<file path="config.mk">
export PLATFORM = sky130hd
export DESIGN_NAME = prim_assembler
export DESIGN_NICKNAME = d
export VERILOG_FILES = /design/src/rtl/prim_pkg.sv /design/src/rtl/prim_assembler.sv
export SDC_FILE = /design/constraint.sdc
export NUM_CORES = 1
export LEC_CHECK = 0
export BUFFER_PORTS_ARGS = -buffer_cell sky130_fd_sc_hd__buf_2
export CAP_MARGIN = 20
export CORE_MARGIN = 2
export CORE_UTILIZATION = 40
export DETAILED_ROUTE_END_ITERATION = 16
export PLACE_DENSITY = 0.59
export REMOVE_ABC_BUFFERS = 1
export SLEW_MARGIN = 20
export SYNTH_ARGS = -nofsm -noshare
export SYNTH_HDL_FRONTEND = slang
export SYNTH_SLANG_ARGS = --single-unit
</file>
<file path="constraint.sdc">
create_clock -name i_clk -period 1.85 [get_ports i_clk]
set_input_delay 0.185 -clock i_clk [delete_from_list [all_inputs] [get_ports i_clk]]
set_output_delay 0.185 -clock i_clk [all_outputs]
set_load 0.02 [all_outputs]
</file>
<file path="src/rtl/prim_pkg.sv">
// prim_pkg: shared types, default widths and helpers for the primitive assembler.
package prim_pkg;

    localparam int unsigned XY_W_DEF      = 16;
    localparam int unsigned Z_W_DEF       = 8;
    localparam int unsigned UV_W_DEF      = 32;
    localparam int unsigned VTX_W_DEF     = 2 * XY_W_DEF + Z_W_DEF + 2 * UV_W_DEF;
    // Width of the {x,y} key handed to the degenerate-triangle comparator (covers XY_W <= 32).
    localparam int unsigned XY_PAIR_MAX_W = 64;
    localparam int unsigned CNT_W         = 16;

    typedef enum logic [1:0] {
        TOPO_LIST  = 2'd0,
        TOPO_STRIP = 2'd1,
        TOPO_FAN   = 2'd2
    } topo_e;

    typedef enum logic [1:0] {
        ST_FETCH = 2'd0,
        ST_LOAD  = 2'd1,
        ST_EMIT  = 2'd2
    } state_e;

    // Vertex layout at default widths, x in the MSBs.
    typedef struct packed {
        logic signed [XY_W_DEF-1:0] x;
        logic signed [XY_W_DEF-1:0] y;
        logic [Z_W_DEF-1:0]         z;
        logic [UV_W_DEF-1:0]        u;
        logic [UV_W_DEF-1:0]        v;
    } vertex_t;

    function automatic logic signed [XY_W_DEF-1:0] vtx_x(input vertex_t vtx);
        return vtx.x;
    endfunction

    function automatic logic signed [XY_W_DEF-1:0] vtx_y(input vertex_t vtx);
        return vtx.y;
    endfunction

    function automatic logic [Z_W_DEF-1:0] vtx_z(input vertex_t vtx);
        return vtx.z;
    endfunction

    function automatic logic [UV_W_DEF-1:0] vtx_u(input vertex_t vtx);
        return vtx.u;
    endfunction

    function automatic logic [UV_W_DEF-1:0] vtx_v(input vertex_t vtx);
        return vtx.v;
    endfunction

    // Mode 3 is reserved and falls back to list topology.
    function automatic topo_e decode_mode(input logic [1:0] mode);
        case (mode)
            2'd1:    return TOPO_STRIP;
            2'd2:    return TOPO_FAN;
            default: return TOPO_LIST;
        endcase
    endfunction

    // True when any two of the three {x,y} keys coincide.
    function automatic logic tri_degenerate(input logic [XY_PAIR_MAX_W-1:0] a,
                                            input logic [XY_PAIR_MAX_W-1:0] b,
                                            input logic [XY_PAIR_MAX_W-1:0] c);
        return (a == b) || (a == c) || (b == c);
    endfunction

endpackage

</file>
<file path="src/rtl/prim_assembler.sv">
// prim_assembler: pops packed vertices from the vertex FIFO, assembles list/strip/fan
// triangles and hands them to the rasterizer over a valid/busy handshake.
// Optional build macro PRIM_ASSEMBLER_DEGEN_CULL_EN: culls triangles with coincident
// (x,y) vertices and exposes o_cull_count.
module prim_assembler
    import prim_pkg::*;
#(
    parameter  int unsigned XY_W  = XY_W_DEF,
    parameter  int unsigned Z_W   = Z_W_DEF,
    parameter  int unsigned UV_W  = UV_W_DEF,
    localparam int unsigned VTX_W = 2 * XY_W + Z_W + 2 * UV_W
) (
    input  logic             i_clk,
    input  logic             i_rst,
    input  logic [1:0]       i_mode,
    input  logic             i_restart,
    input  logic [VTX_W-1:0] i_fifo_data,
    input  logic             i_fifo_empty,
    output logic             o_fifo_read,
    output logic             o_tri_valid,
    input  logic             i_raster_busy,
    output logic [VTX_W-1:0] o_vtx0,
    output logic [VTX_W-1:0] o_vtx1,
    output logic [VTX_W-1:0] o_vtx2,
    output logic [15:0]      o_tri_count
`ifdef PRIM_ASSEMBLER_DEGEN_CULL_EN
    ,
    output logic [15:0]      o_cull_count
`endif
);

    state_e             state_q, state_d;
    topo_e              mode_q, mode_d;
    logic [1:0]         vcount_q, vcount_d;
    logic               parity_q, parity_d;
    logic               valid_q, valid_d;
    logic [CNT_W-1:0]   count_q, count_d;
    // s0 holds list slot 0 / strip n-2 / fan pivot; s1 holds list slot 1 / n-1.
    logic [VTX_W-1:0]   s0_q, s0_d;
    logic [VTX_W-1:0]   s1_q, s1_d;
    logic [VTX_W-1:0]   vtx0_q, vtx0_d;
    logic [VTX_W-1:0]   vtx1_q, vtx1_d;
    logic [VTX_W-1:0]   vtx2_q, vtx2_d;
`ifdef PRIM_ASSEMBLER_DEGEN_CULL_EN
    logic [CNT_W-1:0]   cull_q, cull_d;
`endif

    // Pop strobe: only FETCH may read, at most one read in flight.
    assign o_fifo_read = (state_q == ST_FETCH) && !i_fifo_empty;
    assign o_tri_valid = valid_q;
    assign o_vtx0      = vtx0_q;
    assign o_vtx1      = vtx1_q;
    assign o_vtx2      = vtx2_q;
    assign o_tri_count = count_q;
`ifdef PRIM_ASSEMBLER_DEGEN_CULL_EN
    assign o_cull_count = cull_q;
`endif

    // Next-state, slot selection and handshake bookkeeping.
    always_comb begin
        state_d  = state_q;
        mode_d   = mode_q;
        vcount_d = vcount_q;
        parity_d = parity_q;
        valid_d  = valid_q;
        count_d  = count_q;
        s0_d     = s0_q;
        s1_d     = s1_q;
        vtx0_d   = vtx0_q;
        vtx1_d   = vtx1_q;
        vtx2_d   = vtx2_q;
`ifdef PRIM_ASSEMBLER_DEGEN_CULL_EN
        cull_d   = cull_q;
`endif

        if (i_restart) begin
            // Restart wins over everything: drop partial/pending work, including a word in flight.
            state_d  = ST_FETCH;
            mode_d   = decode_mode(i_mode);
            vcount_d = 2'd0;
            parity_d = 1'b0;
            valid_d  = 1'b0;
            count_d  = '0;
`ifdef PRIM_ASSEMBLER_DEGEN_CULL_EN
            cull_d   = '0;
`endif
        end else begin
            case (state_q)
                ST_FETCH: begin
                    if (!i_fifo_empty) state_d = ST_LOAD;
                end

                ST_LOAD: begin
                    vcount_d = (vcount_q == 2'd3) ? 2'd3 : vcount_q + 2'd1;
                    state_d  = ST_FETCH;
                    if (vcount_q == 2'd0) begin
                        s0_d = i_fifo_data;
                    end else if (vcount_q == 2'd1) begin
                        s1_d = i_fifo_data;
                    end else begin
                        state_d = ST_EMIT;
                        vtx2_d  = i_fifo_data;
                        // Odd strip triangles swap the first two vertices to keep winding.
                        if ((mode_q == TOPO_STRIP) && parity_q) begin
                            vtx0_d = s1_q;
                            vtx1_d = s0_q;
                        end else begin
                            vtx0_d = s0_q;
                            vtx1_d = s1_q;
                        end
                        if (mode_q == TOPO_STRIP) s0_d = s1_q;
                        if (mode_q != TOPO_LIST)  s1_d = i_fifo_data;
`ifdef PRIM_ASSEMBLER_DEGEN_CULL_EN
                        valid_d = !tri_degenerate(
                            XY_PAIR_MAX_W'(vtx0_d[VTX_W-1 -: 2*XY_W]),
                            XY_PAIR_MAX_W'(vtx1_d[VTX_W-1 -: 2*XY_W]),
                            XY_PAIR_MAX_W'(vtx2_d[VTX_W-1 -: 2*XY_W]));
`else
                        valid_d = 1'b1;
`endif
                    end
                end

                ST_EMIT: begin
`ifdef PRIM_ASSEMBLER_DEGEN_CULL_EN
                    // EMIT entered without valid means the triangle was culled.
                    if (!valid_q) begin
                        state_d  = ST_FETCH;
                        parity_d = ~parity_q;
                        cull_d   = cull_q + CNT_W'(1);
                        if (mode_q == TOPO_LIST) vcount_d = 2'd0;
                    end else
`endif
                    if (!i_raster_busy) begin
                        state_d  = ST_FETCH;
                        valid_d  = 1'b0;
                        count_d  = count_q + CNT_W'(1);
                        parity_d = ~parity_q;
                        if (mode_q == TOPO_LIST) vcount_d = 2'd0;
                    end
                end

                default: state_d = ST_FETCH;
            endcase
        end
    end

    // FSM state register.
    always_ff @(posedge i_clk) begin
        if (i_rst) state_q <= ST_FETCH;
        else       state_q <= state_d;
    end

    // Control, vertex history and output registers.
    always_ff @(posedge i_clk) begin
        if (i_rst) begin
            mode_q   <= TOPO_LIST;
            vcount_q <= 2'd0;
            parity_q <= 1'b0;
            valid_q  <= 1'b0;
            count_q  <= '0;
            s0_q     <= '0;
            s1_q     <= '0;
            vtx0_q   <= '0;
            vtx1_q   <= '0;
            vtx2_q   <= '0;
`ifdef PRIM_ASSEMBLER_DEGEN_CULL_EN
            cull_q   <= '0;
`endif
        end else begin
            mode_q   <= mode_d;
            vcount_q <= vcount_d;
            parity_q <= parity_d;
            valid_q  <= valid_d;
            count_q  <= count_d;
            s0_q     <= s0_d;
            s1_q     <= s1_d;
            vtx0_q   <= vtx0_d;
            vtx1_q   <= vtx1_d;
            vtx2_q   <= vtx2_d;
`ifdef PRIM_ASSEMBLER_DEGEN_CULL_EN
            cull_q   <= cull_d;
`endif
        end
    end

endmodule

</file>
# Word level (Yosys, flattened, before mapping)
# Cells that the tools add are included.
# Widths: inputs -> output; s select.
[totals]
output_inout_bits = 330
regBits = 544
inputBits = 111
wordCells = 70
[classes]
bitwise_logic = 5
add_sub_neg = 2
n_eq_ne = 13
n_reduce_logical = 18
mux = 21
[op_table]
columns = ["cell", "n"]
rows = [
  ["$mux 104", 7],
  ["$add 16x1->16 const B", 1],
  ["$reduce_and 4->1", 4],
  ["$mux 2", 7],
  ["$ne 2x2->1 const B", 6],
  ["$eq 2x1->1 const B", 4],
  ["$pmux 2 s2", 2],
  ["$reduce_bool 2->1", 4],
  ["$eq 2x2->1 const B", 3],
  ["$logic_not 2->1", 3],
  ["$pmux 2 s3", 1],
  ["$not 1->1", 5],
  ["$reduce_and 2->1", 2],
  ["$mux 1", 3],
  ["$reduce_and 3->1", 1],
  ["$add 2x1->2 const B", 1],
  ["$logic_and 1x1->1", 2],
  ["$pmux 1 s2", 1],
  ["$reduce_or 2->1", 1],
  ["$logic_not 1->1", 1],
]

# Logic depth before layout (Yosys ltp)
# Gate-level depths: netlist of the first run.
[depth]
ltp_word = 4
ltp_mapped = 8
depth_no_buf = 4

# Least setup slack after synthesis of the first run
# Ideal clock, no wire load.
[synth_path]
path_kind = "reg2reg"
start = "register count_q[3], in the netlist o_tri_count[3]"
end = "register count_q[15], in the netlist o_tri_count[15]"
required_ns = 1.780
slack_ns = 0.028
stages_incl_launch_ff = 6
arrival_ns = 1.752
n_path_buf = 1
synth_period_minus_slack_ns = 1.822
setup_ns = 0.070
cell_sequence = "dfxtp_1 -> and4_2 -> clkbuf_1 -> nand4_1 -> or4_1 -> a21oi_1"
[synth_via]
elab_chain_cells = 1
[synth_lines]
columns = ["element", "line", "rtl"]
rows = [
  ["start: declaration", "prim_assembler.sv:37", "logic [CNT_W-1:0] count_q, count_d;"],
  ["start signal: assignment", "prim_assembler.sv:175", "count_q <= count_d;"],
  ["$add 16x1->16", "prim_assembler.sv:137", "count_d = count_q + CNT_W'(1);"],
]
# Every way passes these cells.
# A chain may end at the register's enable or synchronous reset.

# Worst setup path after layout of the first run
[layout_path]
start = "register state_q[0]"
end = "register vtx0_q[41], in the netlist o_vtx0[41]"
[layout_via]
elab_chain_cells = 2
[layout_lines]
columns = ["element", "line", "rtl"]
rows = [
  ["start: declaration", "prim_assembler.sv:32", "state_e state_q, state_d;"],
  ["start signal: assignment", "prim_assembler.sv:151", "else state_q <= state_d;"],
  ["$eq 2x1->1", "prim_assembler.sv:88", "case (state_q)"],
  ["$reduce_and 4->1 (no line)", "-", ""],
  ["end signal: assignment", "prim_assembler.sv:178", "vtx0_q <= vtx0_d;"],
  ["end: declaration", "prim_assembler.sv:41", "logic [VTX_W-1:0] vtx0_q, vtx0_d;"],
]
# Every way passes these cells.

==> results of run 1 <==
## synth_stat cells, types with 2 or more instances
| cell type | number | area [µm²] |
|---|---|---|
| nor2_1 | 325 | 1220 |
| nand2_1 | 424 | 1590 |
| or3_2 | 2 | 15.0 |
| nand3b_1 | 5 | 37.5 |
| a21oi_1 | 220 | 1100 |
| mux2i_1 | 313 | 3130 |
| nor3b_2 | 2 | 25.0 |
| buf_2 | 100 | 500 |
| nand3_1 | 4 | 20.0 |
| a211oi_2 | 20 | 250 |
| a211oi_1 | 292 | 2190 |
| xor2_1 | 8 | 70.1 |
| clkbuf_1 | 82 | 308 |
| o21ai_0 | 5 | 25.0 |
| buf_6 | 3 | 33.8 |
| xnor2_1 | 2 | 17.5 |
| or4_1 | 2 | 15.0 |
| buf_4 | 25 | 188 |
| dfxtp_1 | 544 | 10900 |
| nand2b_1 | 3 | 18.8 |
| nand4_1 | 6 | 37.5 |
## power breakdown
group	internal [mW]	switching [mW]
combinational	0.492	0.604
sequential	11.8	0.0619
clock	7.10	4.68
total	19.4	5.34
## what timing repair did
| item | in CTS | in global routing |
|---|---|---|
| buffers inserted | 1 | 8 |
| gates cloned | 2 | 3 |
| setup endpoints to repair | 4 | 187 |
| gates resized for setup | 2 | 13 |
| endpoints found under the hold margin | 323 | 0 |
| pin swaps | 0 | 1 |
| hold buffers | 113 | 0 |
## worst max-delay path, delay by kind of cell (launching register included)
kind / cells / cell delay (ns)
simple gates: 3 / 0.66
buf+inv: 2 / 0.44
compound gates: 1 / 0.23
flops: 1 / 0.33
## per-layer routing
metal / vias up / share of wire, % / global-route usage (%)
met3: 99 / 5.5 / 4.34
met5: - / 0.018 / 0
met1: 8848 / 45 / 27.1
li1: 9420 / - / -
met4: 2 / 2.4 / 5.98
met2: 405 / 48 / 35.2
## through the flow
step / worst slack (ns) / TNS (ns)
finish: 0.0460 / 0
global route: -0.0228 / -0.163
CTS: 0.00420 / 0
detailed placement: -0.0506 / -0.0848
global placement: 0.0464 / 0
floorplan: -9.32 / -4147.01
## cell usage in the layout, fill, tap and decap left out, types with 3 or more instances in the layout
| cell | instances |
|---|---|
| a211oi_1 | 287 |
| a211oi_2 | 25 |
| a21oi_1 | 219 |
| buf_12 | 36 |
| buf_16 | 7 |
| buf_2 | 439 |
| buf_4 | 62 |
| bufinv_16 | 5 |
| clkbuf_1 | 7 |
| clkbuf_16 | 62 |
| clkbuf_8 | 16 |
| clkinv_2 | 5 |
| dfxtp_1 | 544 |
| dlygate4sd3_1 | 113 |
| inv_6 | 3 |
| mux2i_1 | 313 |
| nand2_1 | 423 |
| nand2b_1 | 3 |
| nand3_1 | 4 |
| nand3b_1 | 5 |
| nand4_1 | 6 |
| nor2_1 | 325 |
| o21ai_0 | 5 |
| xor2_1 | 8 |
## how the worst max path moves through the flow
stage	startpoint	endpoint	slack, ns	cells after the start
after floorplan	state_q[0]	o_vtx0[0]	-9.32	3
after global placement	i_restart	o_vtx1[73]	0.05	7
after detailed placement	i_restart	o_vtx1[52]	-0.05	7
after CTS	state_q[0]	o_vtx1[72]	0.004	6
after global routing	state_q[0]	s0_q[27]	-0.02	6
final	state_q[0]	o_vtx0[41]	0.05	6
## layout make-up
| cell class | count | area [µm²] | area share [%] |
|---|---|---|---|
| well taps | 696 | 871 | 3.04 |
| flip-flops and latches | 544 | 10900 | 38.1 |
| multi-input cells | 1654 | 10000 | 35.1 |
| repair buffers | 664 | 4870 | 17.0 |
| clock buffers | 82 | 1720 | 6.02 |
| diodes | 1 | 2.50 | 0.00875 |
| inverters | 1 | 3.75 | 0.0131 |
| clock inverters | 14 | 209 | 0.731 |
## flip-flops by register name, indices dropped and copies added, names as in the netlist
signal	flops
s1_q	104
s0_q	104
o_vtx2	104
mode_q	2
o_tri_count	16
state_q	2
o_vtx1	104
vcount_q	2
o_tri_valid	1
o_vtx0	104
parity_q	1
## logic make-up (layout without fill, tap and decap cells)
| family | Yosys count | after routing |
|---|---|---|
| buffers and inverters | 211 | 761 |
| AO/OA/AOI/OAI | 542 | 542 |
| flip-flops | 544 | 544 |
| other | 0 | 1 |
| multiplexers | 313 | 313 |
| AND/OR/NAND/NOR | 788 | 788 |
| adder cells (fa/ha/maj) | 1 | 1 |
| XOR/XNOR | 10 | 10 |
==> out/results.txt, run 1 <==
status = completed
HP Class = primary input to flop
Worst Hold Launch = i_restart
global-route wire length before repair = 96.2 mm
DRT Pass-1 Iters = 5
die area = 56600 µm²
largest net degree at the start of global routing = 96
Clk pin slew, worst setup/hold paths = 0.06 ns
maximum root-to-sink buffer count = 3
Design Area, Final = 28600 µm²
synth warn = 0
crit path max-delay cell type = or3b_4
gr ovfl total = 0
Worst Skew = 0.0157 ns
mapped cell area = 21900 µm²
number of fill cells = 4857
async set-reset flop share out of synthesis = 0%
Crit Path Class = flop to flop
worst stage delay on the critical path = 0.42 ns
placed cell area = 25200 µm²
startpoint types = flop
DRC = 0
Final Util = 53.0%
CTS buffer count = 57
WL/cell = 17.1 µm
root buf cell = clkbuf_16
number of synthesized flops with an enable pin = 0
Mapped Cells = 2409
largest family of logic cells by synthesized area = compound AO/OA/AOI/OAI gates
initial antenna violation count = 2
DRT iter0 DRCs = 945
Port Buffers = 440
vias = 18800
synthesized flop and latch total = 544
Chip Height = 238 µm
Leak = 12.0 nW
Total Power = 24.7 mW
pwr/cell area = 865 nW/µm²
Max-slew headroom = 65.5%
Cell Chain, Critical Path = or3b_4 -> nor2_4 -> buf_12 -> buf_16 -> nor2_1 -> a211oi_1
Total GRT Usage = 20.9%
gpl congestion = 0.813
FMAX = 0.554 GHz
Period Utilization, post-route = 97.5%
# IOs = 441
fin crit period = 1.80 ns
layout cells sized above 1 = 22.9%
CTS tree = done
hold worst-path end = s0_q[24]
Post-synth top flop = dfxtp_1
Max IR drop VDD = 730 µV
# rows = 85
DR vias/cell = 5.14
Core Region = 53900 µm²
Max-Cap Viols = 0
part of the Yosys area used for sequential elements = 49.8%
Hold Vio Cnt, Final = 0
Max Fanout on Critical Path = 51
Reg-to-Reg Start = state_q[0]
final instance count without filler cells = 3656
Layout Nets = 3034
xor/xnor share of the synthesized area = 0.400%
Simple-Gate Fraction of Synth Area = 14.1%
proportion of synthesized area in mux cells = 14.3%
compound-gate portion of the synthesized area = 16.5%
Netlist cell types = 43
Clock Sinks = 544
vias in the first global route = 18000
worst endpoint required time = 2.37 ns
H-tree Lvls = 2
WP data arrival = 2.32 ns
Mean Syn Cell Area = 9.08 µm²
final slew viol count = 0
antenna viol nets, final = 0
Area Overhead vs Synth = 30.8%
RSZ-0062 raised after global routing = true
Crit. End Element = flop
R2R Setup Slk = 0.05 ns
hold path cells = 6
DIE WIDTH = 238 µm
DPL Wire Length = 40.9 mm
R2R cell count = 6
Adder-Cell Fraction of Synth Area = 0.0572%
dpl cells = 3432
worst reg2reg path endpoint = o_vtx0[41]
final setup vio count = 0
Least-Margin Pin Slew = 0.515 ns
starting density of the core = 40.6%
worst hold margin = 0.255 ns
total wire length = 62.4 mm
Skew-Pair Late Insertion Delay = 0.61 ns
Note: power is estimated with default switching activity, not from simulation.
==> inputs of run 2 (changes only) <==
GPL_TIMING_DRIVEN = 0   (was unset)
==> out/results.txt, run 2 (same netlist as run 1, synthesis figures left out) <==
vias = 20000
DR vias/cell = 5.32
maximum root-to-sink buffer count = 3
fin crit period = 2.10 ns
failing checks = setup timing
CTS tree = done
# IOs = 441
status = finished with violations
routed wl met2 = 34.1 mm
CTS buffer count = 58
Crit. End Element = flop
layout cells sized above 1 = 31.1%
H-tree Lvls = 2
Clk pin slew, worst setup/hold paths = 0.06 ns
crit path max-delay cell type = or3b_4
multi-input logic area = 10700 µm²
Skew-Pair Late Insertion Delay = 0.61 ns
Max-Cap Viols = 0
Core Region = 53900 µm²
Reg-to-Reg Start = state_q[0]
final setup vio count = 350
Highest Signal Layer = met5
CP most frequent cell = buf_16
commonest cells after routing, fill and taps aside = dfxtp_1 (539), buf_2 (439), nand2_1 (409)
number of fill cells = 4564
HP Class = primary input to flop
DPL Wire Length = 40.0 mm
DIE WIDTH = 238 µm
Cell Chain, Critical Path = or3b_4 -> nor2_4 -> buf_6 -> buf_12 -> buf_16 -> buf_16 -> buf_16 -> buf_16 -> buf_12 -> clkbuf_16 -> nor2_2 -> a211oi_2
Max Fanout on Critical Path = 5
Critical Path Sink = o_vtx0[54]
Worst Skew = 0.0127 ns
global-route wire length before repair = 104 mm
Hold Vio Cnt, Final = 0
final slew viol count = 0
Seq. cell area = 10900 µm²
WL/cell = 18.9 µm
starting density of the core = 40.6%
R2R cell count = 12
DRC = 0
vias in the first global route = 18800
Max-slew headroom = 23.6%
Area Overhead vs Synth = 44.2%
M1 WL = 30.7 mm
worst endpoint required time = 2.38 ns
root buf cell = clkbuf_16
Crit Path Class = flop to flop
total wire length = 71.2 mm
WP data arrival = 2.62 ns
gr ovfl total = 0
pwr/cell area = 770 nW/µm²
worst setup margin = -0.247 ns
Max IR drop VDD = 728 µV
RSZ-0062 raised after global routing = true
gpl congestion = 0.770
Leak = 13.2 nW
Total Neg Setup Slack = -27.43 ns
startpoint types = flop
Layout Nets = 3140
antenna viol nets, final = 0
Period Utilization, post-route = 113%
Chip Height = 238 µm
final instance count without filler cells = 3765
# rows = 85
DRT Pass-1 Iters = 5
Least-Margin Pin Slew = 1.14 ns
FMAX = 0.477 GHz
Critical Path Start = state_q[0]
initial antenna violation count = 1
ant diodes = 0
dpl cells = 3401
met3 routed WL = 4.28 mm
Clock Sinks = 544
largest net degree at the start of global routing = 129
die area = 56600 µm²
worst stage delay on the critical path = 0.41 ns
Total GRT Usage = 22.9%
R2R Setup Slk = -0.25 ns
DRT iter0 DRCs = 928
commonest non-fill, non-tap cell in the layout = dfxtp_1
worst reg2reg path endpoint = o_vtx0[54]
Port Buffers = 440
-- run 2: cell types whose count changed in the layout (fill, tap and decap cells not counted), moves of 22 or more --
cell       previous run  this run
buf_6                 1        23
a211oi_1            287       223
buf_16                7        44
buf_8                 1        23
clkbuf_16            62        86
nor2_2                0        50
a211oi_2             25        89
nor2_1              325       259
-- run 2: metrics by stage --
step / setup slack (ns) / utilization, % / hold slack, ns / instance area [µm²] / power [mW]
finish: -0.247 / 58.5 / 0.0704 / 31500 / 24.3
floorplan: -9.32 / - / 0.250 / 20800 / 12.5
CTS: -0.249 / 55.5 / 0.0132 / 29900 / 24.5
global route: -0.292 / 58.5 / 0.0655 / 31500 / 25.1
detailed placement: -1.08 / 46.8 / 0.366 / 25300 / 13.0
global placement: -15.68 / 44.3 / 0.367 / 23900 / 13.0
-- run 2: worst max-delay path, delay by kind of cell, from the launching register on --
kind	cells	cell delay, ns
buffers and inverters	8	0.90
and+or+nand+nor	3	0.58
DFF	1	0.34
AOI/OAI and AO/OA	1	0.18
-- run 2: routing by layer --
| layer | global-route usage [%] | up-vias |
|---|---|---|
| met5 | 0 | - |
| met4 | 7.26 | 2 |
| met3 | 4.86 | 126 |
| met2 | 38.8 | 548 |
| met1 | 29.2 | 9687 |
| li1 | - | 9651 |
-- run 2: final cells by class --
class	instances	share of cell area [%]
timing repair buffer	769	22.8
inverter	1	0.0119
clock buffer	89	5.51
tap	696	2.76
multi-input combinational	1654	34.0
clock inverter	12	0.321
sequential	544	34.6
-- run 2: report_power, final --
group / leakage, nW / internal [mW] / total [mW] / switching [mW]
logic: 7.88 / 0.509 / 1.14 / 0.631
clock network: 0.904 / 6.56 / 11.3 / 4.74
registers: 4.39 / 11.8 / 11.9 / 0.0630
-- run 2: repair_timing --
action	CTS	global route
endpoints found under the hold margin	317	0
cloned	28	33
hold buffers	114	0
gates resized for setup	93	205
setup buffers	75	35
pin swaps	46	65
endpoints found under the setup margin	517	430
-- run 2: worst min path at each step --
stage | startpoint | to | depth (start not counted)
after floorplan | i_rst | s0_q[28] | 1
after global placement | i_fifo_empty | state_q[0] | 2
after detailed placement | i_fifo_empty | state_q[0] | 2
after CTS | i_rst | s0_q[29] | 3
after global routing | i_rst | o_vtx0[94] | 3
final | i_rst | o_vtx0[94] | 3
==> inputs of run 3 (changes only) <==
ABC_AREA = 1   (was unset)
==> out/results.txt, run 3 <==
Netlist cell types = 29
# IOs = 441
post-place setup slack = -1.15 ns
final instance count without filler cells = 4108
gr ovfl total = 0
startpoint types = flop
largest net degree at the start of global routing = 129
P_sw = 5.49 mW
H-tree Lvls = 2
total wire length = 74.9 mm
hold path cells = 4
area share of the largest cell type after synthesis = 49.2%
layout cells sized above 1 = 19.9%
pwr/cell area = 865 nW/µm²
mapped cell area = 22100 µm²
dominant cell type by area after synthesis = dfxtp_1
antenna viol nets, final = 0
Layout Nets = 3470
crit path max-delay cell type = dfxtp_2
final setup vio count = 0
DRT Pass-1 Iters = 5
Combinational Power Share = 4.5%
Seq pwr share = 47.4%
Max-Cap Viols = 0
Pint = 19.5 mW
synth warn = 0
Cell Chain, Critical Path = inv_2 -> nand2_2 -> nor2_4 -> buf_12 -> nand2_8 -> buf_6 -> buf_16 -> a211oi_1 -> nor2_1
# rows = 86
maximum root-to-sink buffer count = 3
Mean Syn Cell Area = 7.60 µm²
R2R cell count = 9
Clk pin slew, worst setup/hold paths = 0.06 ns
Max Fanout on Critical Path = 61
Clock power frac = 48.1%
worst reg2reg path endpoint = o_vtx1[97]
largest cells by area after synthesis = dfxtp_1 (49%), nor2_1 (11%), o21ai_0 (9.8%), a211oi_1 (7.1%), a21oi_1 (5.0%)
DRT iter0 DRCs = 1466
Clock Sinks = 544
Crit Path Class = flop to flop
root buf cell = clkbuf_16
async set-reset flop share out of synthesis = 0%
vias in the first global route = 20400
vias = 21900
CTS tree = done
ant diodes = 0
global-route wire length before repair = 111 mm
CTS buffer count = 58
commonest non-fill, non-tap cell in the layout = nor2_1
Core Region = 54900 µm²
top cells by count, synth = nor2_1 (650), dfxtp_1 (544), o21ai_0 (435), inv_1 (236), a21oi_1 (219)
Max IR drop VDD = 691 µV
die area = 57200 µm²
RSZ-0062 raised after global routing = true
WP data arrival = 2.31 ns
Max-slew headroom = 37.6%
part of the Yosys area used for sequential elements = 49.2%
Period Utilization, post-route = 98.5%
most instantiated library cell after synthesis = nor2_1
Design Area, Final = 29000 µm²
HP Class = primary input to flop
initial antenna violation count = 1
Worst Skew = 0.0201 ns
gpl congestion = 0.790
Final Util = 52.8%
Least-Margin Pin Slew = 0.932 ns
Skew-Pair Late Insertion Delay = 0.61 ns
Total GRT Usage = 24.1%
placed cell area = 24600 µm²
Reg-to-Reg Start = state_q[1]
Crit. End Element = flop
Mapped Cells = 2911
Critical Path Start = state_q[1]
Chip Height = 239 µm
worst stage delay on the critical path = 0.35 ns
dpl cells = 3841
Post-synth top flop = dfxtp_1
Sw Share = 21.9%
DRC = 0
DR vias/cell = 5.33
hold worst-path end = o_vtx0[42]
commonest cells after routing, fill and taps aside = nor2_1 (650), dfxtp_1 (538), buf_2 (440)
DIE WIDTH = 239 µm
starting density of the core = 40.3%
DPL Wire Length = 38.1 mm
FMAX = 0.549 GHz
R2R Setup Slk = 0.03 ns
Port Buffers = 440
Worst Hold Launch = i_rst
Leak = 12.1 nW
number of synthesized flops with an enable pin = 0
Hold Vio Cnt, Final = 0
worst setup margin = 0.0272 ns
synthesized flop and latch total = 544
Total Power = 25.0 mW
status = completed
WL/cell = 18.2 µm
fin crit period = 1.82 ns
final slew viol count = 0
Area Overhead vs Synth = 30.8%
worst endpoint required time = 2.34 ns
## run 3: changes by cell type in the layout (fill, tap and decap cells not counted), moves of 49 or more
cell	previous run	this run
o21ai_0	5	431
o21ai_1	0	200
a211oi_1	223	161
nand2_1	409	142
nor2_1	259	650
nor2_2	50	1
inv_1	0	235
mux2i_1	307	0
## run 3: cell type report
class | count | area (µm²)
Clock buffer | 87 | 1730
Clock inverter | 19 | 251
Fill cell | 5231 | 25900
Inverter | 240 | 935
Multi-Input combinational cell | 1894 | 9420
Sequential cell | 544 | 10900
Tap cell | 704 | 881
Timing Repair Buffer | 617 | 4780
Timing Repair inverter | 3 | 52.6
## run 3: what timing repair did
action,in CTS,in global routing
gates cloned,25,7
setup endpoints to repair,426,300
pin swaps,4,1
endpoints found under the hold margin,247,0
hold buffers,110,0
buffers inserted,14,8
gates resized for setup,33,50
## run 3: routing by layer
layer / GRT usage, % / up-vias / part of all wire (%)
met5: 0 / - / 0.019
met4: 6.84 / 2 / 2.6
met3: 4.92 / 119 / 7.0
met2: 41.5 / 703 / 48
met1: 30.6 / 10400 / 42
li1: - / 10600 / -
## run 3: how the worst max path moves through the flow
stage	to	slack, ns	cells past startpoint
after CTS	s1_q[81]	-0.0006	7
after global placement	o_vtx1[40]	-11.74	4
final	o_vtx1[97]	0.03	9
after detailed placement	o_vtx1[5]	-1.15	8
after floorplan	o_vtx0[103]	-7.20	4
after global routing	o_vtx1[9]	-0.03	9
## run 3: cell families after synthesis
logic type	count (synthesis)	synth area share [%]
buffers and inverters	480	9.93
AND/OR/NAND/NOR	822	14.3
flip-flops	544	49.2
AO/OA/AOI/OAI	1062	26.4
adder cells (fa/ha/maj)	1	0.0565
XOR/XNOR	2	0.0792
## run 3: power by group through the flow
stage	clock, mW	combinational [mW]	sequential (mW)
after floorplan	0	0.570	12.1
after global placement	0	0.975	12.1
after detailed placement	0	0.896	12.1
after CTS	12.3	1.10	11.8
after global routing	12.7	1.26	11.9
final	12.1	1.13	11.9
## run 3: critical path: cells and delay by family, from the launching register on
kind,cells,cell delay [ns]
flip-flops,1,0.35
AND/OR/NAND/NOR,4,0.40
AO/OA/AOI/OAI,1,0.26
buffers and inverters,4,0.61
## run 3: per-stage QoR
stage / hold slack [ns] / TNS (ns)
finish: 0.115 / 0
global route: 0.122 / -0.295
CTS: 0.0743 / -0.000587
detailed placement: 0.368 / -237.17
global placement: 0.366 / -5453.80
floorplan: 0.262 / -3074.12
